$ cat config.mk
export PLATFORM = sky130hd
export DESIGN_NAME = aquila_device_axi_bridge
export DESIGN_NICKNAME = d
export VERILOG_FILES = /design/src/rtl/aquila_device_axi_bridge.sv
export SDC_FILE = /design/constraint.sdc
export NUM_CORES = 1
export LEC_CHECK = 0
export CORE_ASPECT_RATIO = 1.75
export CORE_UTILIZATION = 43
export DETAILED_ROUTE_END_ITERATION = 12
export GPL_ROUTABILITY_DRIVEN = 0
export GPL_TIMING_DRIVEN = 0
export PLACE_DENSITY_LB_ADDON = 0.12
export SLEW_MARGIN = 10
export SYNTH_ARGS = -nofsm -noshare
export SYNTH_HDL_FRONTEND = slang
export SYNTH_SLANG_ARGS = --single-unit
$ cat constraint.sdc
create_clock -name clk_i -period 2.4 [get_ports clk_i]
set_input_delay 0.36 -clock clk_i [delete_from_list [all_inputs] [get_ports clk_i]]
set_output_delay 0.36 -clock clk_i [all_outputs]
set_load 0.05 [all_outputs]
$ cat src/rtl/aquila_device_axi_bridge.sv
// Bridges the Aquila uncached device port onto a single-outstanding AXI4-Lite master.
// One request at a time; sticky error flag captures the first failing address.
module aquila_device_axi_bridge #(
  parameter int unsigned     XLEN      = 32,
  parameter logic [XLEN-1:0] ERR_RDATA = 32'hDEAD_BEEF
) (
  input  logic                clk_i,
  input  logic                rst_ni,
  input  logic                S_DEVICE_strobe_i,
  input  logic [XLEN-1:0]     S_DEVICE_addr_i,
  input  logic                S_DEVICE_rw_i,
  input  logic [XLEN/8-1:0]   S_DEVICE_byte_enable_i,
  input  logic [XLEN-1:0]     S_DEVICE_data_i,
  output logic                S_DEVICE_data_ready_o,
  output logic [XLEN-1:0]     S_DEVICE_data_o,
  output logic                err_o,
  output logic [XLEN-1:0]     err_addr_o,
  input  logic                err_clr_i,
  output logic [XLEN-1:0]     m_axi_awaddr,
  output logic [2:0]          m_axi_awprot,
  output logic                m_axi_awvalid,
  input  logic                m_axi_awready,
  output logic [XLEN-1:0]     m_axi_wdata,
  output logic [XLEN/8-1:0]   m_axi_wstrb,
  output logic                m_axi_wvalid,
  input  logic                m_axi_wready,
  input  logic [1:0]          m_axi_bresp,
  input  logic                m_axi_bvalid,
  output logic                m_axi_bready,
  output logic [XLEN-1:0]     m_axi_araddr,
  output logic [2:0]          m_axi_arprot,
  output logic                m_axi_arvalid,
  input  logic                m_axi_arready,
  input  logic [XLEN-1:0]     m_axi_rdata,
  input  logic [1:0]          m_axi_rresp,
  input  logic                m_axi_rvalid,
  output logic                m_axi_rready
);

  typedef enum logic [2:0] {
    StIdle,
    StWrite,
    StWresp,
    StRead,
    StRdata,
    StDone
  } state_e;

  state_e              state_q, state_d;
  logic [XLEN-1:0]     addr_q, addr_d;
  logic [XLEN/8-1:0]   be_q, be_d;
  logic [XLEN-1:0]     wdata_q, wdata_d;
  logic                aw_done_q, aw_done_d;
  logic                w_done_q, w_done_d;
  logic [XLEN-1:0]     rdata_q, rdata_d;
  logic                err_q, err_d;
  logic [XLEN-1:0]     err_addr_q, err_addr_d;
  logic                err_set;

  // All handshake outputs decode from registered state so reset drops them at once.
  assign m_axi_awvalid         = (state_q == StWrite) && !aw_done_q;
  assign m_axi_wvalid          = (state_q == StWrite) && !w_done_q;
  assign m_axi_bready          = (state_q == StWresp);
  assign m_axi_arvalid         = (state_q == StRead);
  assign m_axi_rready          = (state_q == StRdata);
  assign S_DEVICE_data_ready_o = (state_q == StDone);

  assign m_axi_awaddr    = addr_q;
  assign m_axi_araddr    = addr_q;
  assign m_axi_wdata     = wdata_q;
  assign m_axi_wstrb     = be_q;
  assign m_axi_awprot    = 3'b000;
  assign m_axi_arprot    = 3'b000;
  assign S_DEVICE_data_o = rdata_q;
  assign err_o           = err_q;
  assign err_addr_o      = err_addr_q;

  always_comb begin
    state_d   = state_q;
    addr_d    = addr_q;
    be_d      = be_q;
    wdata_d   = wdata_q;
    aw_done_d = aw_done_q;
    w_done_d  = w_done_q;
    rdata_d   = rdata_q;
    err_set   = 1'b0;

    case (state_q)
      StIdle: begin
        if (S_DEVICE_strobe_i) begin
          addr_d    = S_DEVICE_addr_i;
          be_d      = S_DEVICE_byte_enable_i;
          wdata_d   = S_DEVICE_data_i;
          aw_done_d = 1'b0;
          w_done_d  = 1'b0;
          state_d   = S_DEVICE_rw_i ? StWrite : StRead;
        end
      end
      StWrite: begin
        aw_done_d = aw_done_q | (m_axi_awvalid & m_axi_awready);
        w_done_d  = w_done_q | (m_axi_wvalid & m_axi_wready);
        if (aw_done_d && w_done_d) begin
          state_d = StWresp;
        end
      end
      StWresp: begin
        if (m_axi_bvalid) begin
          err_set = (m_axi_bresp != 2'b00);
          state_d = StDone;
        end
      end
      StRead: begin
        if (m_axi_arready) begin
          state_d = StRdata;
        end
      end
      StRdata: begin
        if (m_axi_rvalid) begin
          err_set = (m_axi_rresp != 2'b00);
          rdata_d = (m_axi_rresp == 2'b00) ? m_axi_rdata : ERR_RDATA;
          state_d = StDone;
        end
      end
      StDone:  state_d = StIdle;
      default: state_d = StIdle;
    endcase
  end

  // Set beats clear; a clear in the same cycle as a new error re-arms address capture.
  always_comb begin
    err_d      = err_q;
    err_addr_d = err_addr_q;
    if (err_clr_i) begin
      err_d = 1'b0;
    end
    if (err_set) begin
      err_d = 1'b1;
      if (!err_q || err_clr_i) begin
        err_addr_d = addr_q;
      end
    end
  end

  always_ff @(posedge clk_i or negedge rst_ni) begin
    if (!rst_ni) begin
      state_q    <= StIdle;
      addr_q     <= '0;
      be_q       <= '0;
      wdata_q    <= '0;
      aw_done_q  <= 1'b0;
      w_done_q   <= 1'b0;
      rdata_q    <= '0;
      err_q      <= 1'b0;
      err_addr_q <= '0;
    end else begin
      state_q    <= state_d;
      addr_q     <= addr_d;
      be_q       <= be_d;
      wdata_q    <= wdata_d;
      aw_done_q  <= aw_done_d;
      w_done_q   <= w_done_d;
      rdata_q    <= rdata_d;
      err_q      <= err_d;
      err_addr_q <= err_addr_d;
    end
  end

endmodule

==> metrics.md, run 1 <==
| Metric | Value |
|---|---|
| CP arrival | `1.87 ns` |
| Register Area | `3450 um2` |
| Final instance area | `9490 um2` |
| Drt wl/cell | `16.4 um` |
| Crit-path cells | `nor2_2 > nand2_1 > nor2_1 > dlygate4sd2_1` |
| Worst R2R End | `m_axi_wdata[9]` |
| Sinks on Clock Net | `138` |
| CTS Buf Count | `17` |
| Sequential share of the synthesized area | `60.1%` |
| DP Area | `8850 um2` |
| Die Y | `155 um` |
| Post-synth ARST share | `100%` |
| Number of nets in the layout | `859` |
| Count of different cell masters after synthesis | `28` |
| Final period utilization | `92.9%` |
| Residual DRC | `0` |
| Setup CP Type | `register to primary output` |
| Share of the synthesized area in the top cell type | `60.1%` |
| EDFF count, synth | `0` |
| N_diodes | `0` |
| Io pins | `291` |
| Mapped cell area | `5750 um2` |
| Crit path buffers/inverters | `1` |
| Vias in the first global route | `4555` |
| Worst slew pin tran | `0.656 ns` |
| Ys Warns | `0` |
| Final hold violations | `0` |
| Die area | `13800 um2` |
| RSZ-0062 raised after global routing | `no` |
| Htree depth | `4` |
| Worst-path clk slew | `0.06 ns` |
| Top FF cell, synth | `dfrtp_1` |
| 1st-pass router iterations | `4` |
| DR vias | `4382` |
| Initial DRC Count | `100` |
| CTS tree | `built` |
| Yosys reg bits | `138` |
| Delay-heaviest family, CP | `buffers and inverters` |
| Most instantiated cells after synthesis | `dfrtp_1, mux2_2, nand2_1` |
| Pin count of the biggest net entering global routing | `91` |
| ANT nets after route | `0` |
| Crit Path Max Fanout | `7` |
| Mapped Avg Cell Area | `13.2 um2` |
| Initial antenna violation count | `0` |
| Final WL | `15200 um` |
| Post-Synth XOR/XNOR Area | `0%` |
| Layout cells sized above 1 | `22.1%` |
| Worst min-delay path class | `input pin to asynchronous set/reset pin` |
| Clk buf depth | `2` |
| Worst Setup Start Kind | `register` |
| Via density per instance | `4.72` |
| Gr ovfl total | `0` |
| Critical Path Sink Type | `primary output` |
| R2r startpoint | `state_q[2]` |
| Count of pins over their slew limit | `0` |
| R2R depth | `6` |
| Peak Freq | `0.448 GHz` |
| Top-count cell post-synth | `dfrtp_1` |
| Largest cells by area after synthesis | `dfrtp_1, mux2_2, mux2_4` |
| Layout area overhead | `65.1%` |
| Critical path's largest stage delay | `0.55 ns` |
| Min cycle time layout | `2.23 ns` |
| Core area | `13000 um2` |
| Worst reg2reg setup slack | `0.34 ns` |
| Die X | `89.4 um` |
| Skew-Pair Late Insertion Delay | `0.41 ns` |
| Setup bufs post-CTS | `0` |
| Max cap viols | `0` |
| Synth Area in Adders | `0%` |
| GRT Total Usage | `22.9%` |
| Status | `finished clean` |
| Synth Area in Compound Gates | `4.09%` |
| Gate count of the mapped netlist | `435` |
| Largest family of logic cells by synthesized area | `multiplexers` |
| IO buf count | `284` |
| Simple-Gate Fraction of Synth Area | `6.49%` |
| Count of final setup violators | `0` |
| CP required | `2.04 ns` |
| Fin Clk Skew | `0.00564 ns` |
| Initial Util | `44.2%` |
| Fill count | `896` |
| Slew margin rel. | `56.1%` |
| Proportion of synthesized area in mux cells | `22.1%` |
| Site Rows | `55` |
| DP HPWL | `11600 um` |
| CP max stage cell | `dlygate4sd2_1` |
| CTS root buffer | `clkbuf_16` |
| Multi-input gate area | `1900 um2` |
| Post-synth top area cell | `dfrtp_1` |
| First-pass GRT wire length | `23700 um` |
## registers in the layout, indices dropped and copies added (netlist names)
register and flops:
m_axi_araddr 32, m_axi_wdata 32, S_DEVICE_data_o 32, aw_done_q 1, err_o 1, err_addr_o 32, w_done_q 1, state_q 3
m_axi_wstrb 4
## through the flow
stage	hold slack, ns	util, %	cells	TNS [ns]	worst slack, ns
global placement	0.462	67.8	895	-605.31	-4.40
finish	0.458	73.0	928	0	0.170
CTS	0.471	72.9	928	0	0.0431
detailed placement	0.333	68.1	896	-0.0303	-0.0112
floorplan	0.0644	-	440	0	0.619
global route	0.495	73.0	928	0	0.0519
## cell type report
type	count	share of cell area (%)
inverter	2	0.0791
multi-input combinational	241	20.0
sequential	138	36.4
buffer	59	4.27
timing repair buffer	286	30.3
clock buffer	18	4.63
tap	171	2.25
clock inverter	13	2.02
## worst max path at each step
| stage | from | end | slack [ns] | cells past startpoint |
|---|---|---|---|---|
| 3_3_place_gp | rst_ni | m_axi_wdata[1] | -4.40 | 1 |
| 2_1_floorplan | state_q[0] | m_axi_awvalid | 0.62 | 3 |
| 4_1_cts | state_q[2] | m_axi_arvalid | 0.04 | 2 |
| 6_report | state_q[2] | m_axi_awvalid | 0.17 | 4 |
| 5_1_grt | state_q[2] | m_axi_wvalid | 0.05 | 4 |
| 3_5_place_dp | m_axi_rresp[1] | err_addr_o[17] | -0.01 | 6 |
## timing repair
| action | in CTS | in global routing |
|---|---|---|
| pin swaps | 0 | 0 |
| endpoints found under the hold margin | 48 | 0 |
| gates resized for setup | 5 | 3 |
| setup endpoints to repair | 5 | 4 |
| hold buffers | 1 | 0 |
## cell families after synthesis
logic type | count (synthesis)
mux | 103
compound gates | 43
flops | 138
other cells | 1
simple gates | 89
buf+inv | 61
## cell usage in the layout, fill, tap and decap left out, types with 3 or more instances in the layout
master and count:
buf_6 4, mux2_1 22, clkbuf_1 6, buf_2 5, nand2b_1 5, a21oi_1 4
dfrtp_1 138, clkbuf_16 17, inv_6 3, clkinvlp_4 3, nor2_1 33, dlygate4sd2_1 5
o21ai_0 34, buf_4 41, bufinv_16 4, mux2_4 30, clkdlybuf4s50_1 277, conb_1 6
mux2_2 49, nand2_1 43, buf_1 3
## routing by layer
layer  track usage [%]  vias to the layer above  share of wire, %
li1                  -                     2045                 -
met4              8.62                        0               2.3
met5                 0                        -                 0
met2              40.7                      207                53
met1              23.9                     2106                35
met3              8.38                       24               8.8
Power of run 1 is left out: the tool's default activity adds up to more than one toggle a clock period on the data nets, which glitch-free logic cannot reach.
==> inputs of run 2 (changes only) <==
--- a/config.mk
+++ b/config.mk
@@ -11,6 +11,7 @@
 export GPL_ROUTABILITY_DRIVEN = 0
 export GPL_TIMING_DRIVEN = 0
 export PLACE_DENSITY_LB_ADDON = 0.12
+export SKIP_LAST_GASP = 1
 export SLEW_MARGIN = 10
 export SYNTH_ARGS = -nofsm -noshare
 export SYNTH_HDL_FRONTEND = slang
==> results of run 2 <==
Same layout as run 1: the final DEF is identical, and so are final timing and power.
Power of run 2 is left out for the same reason.
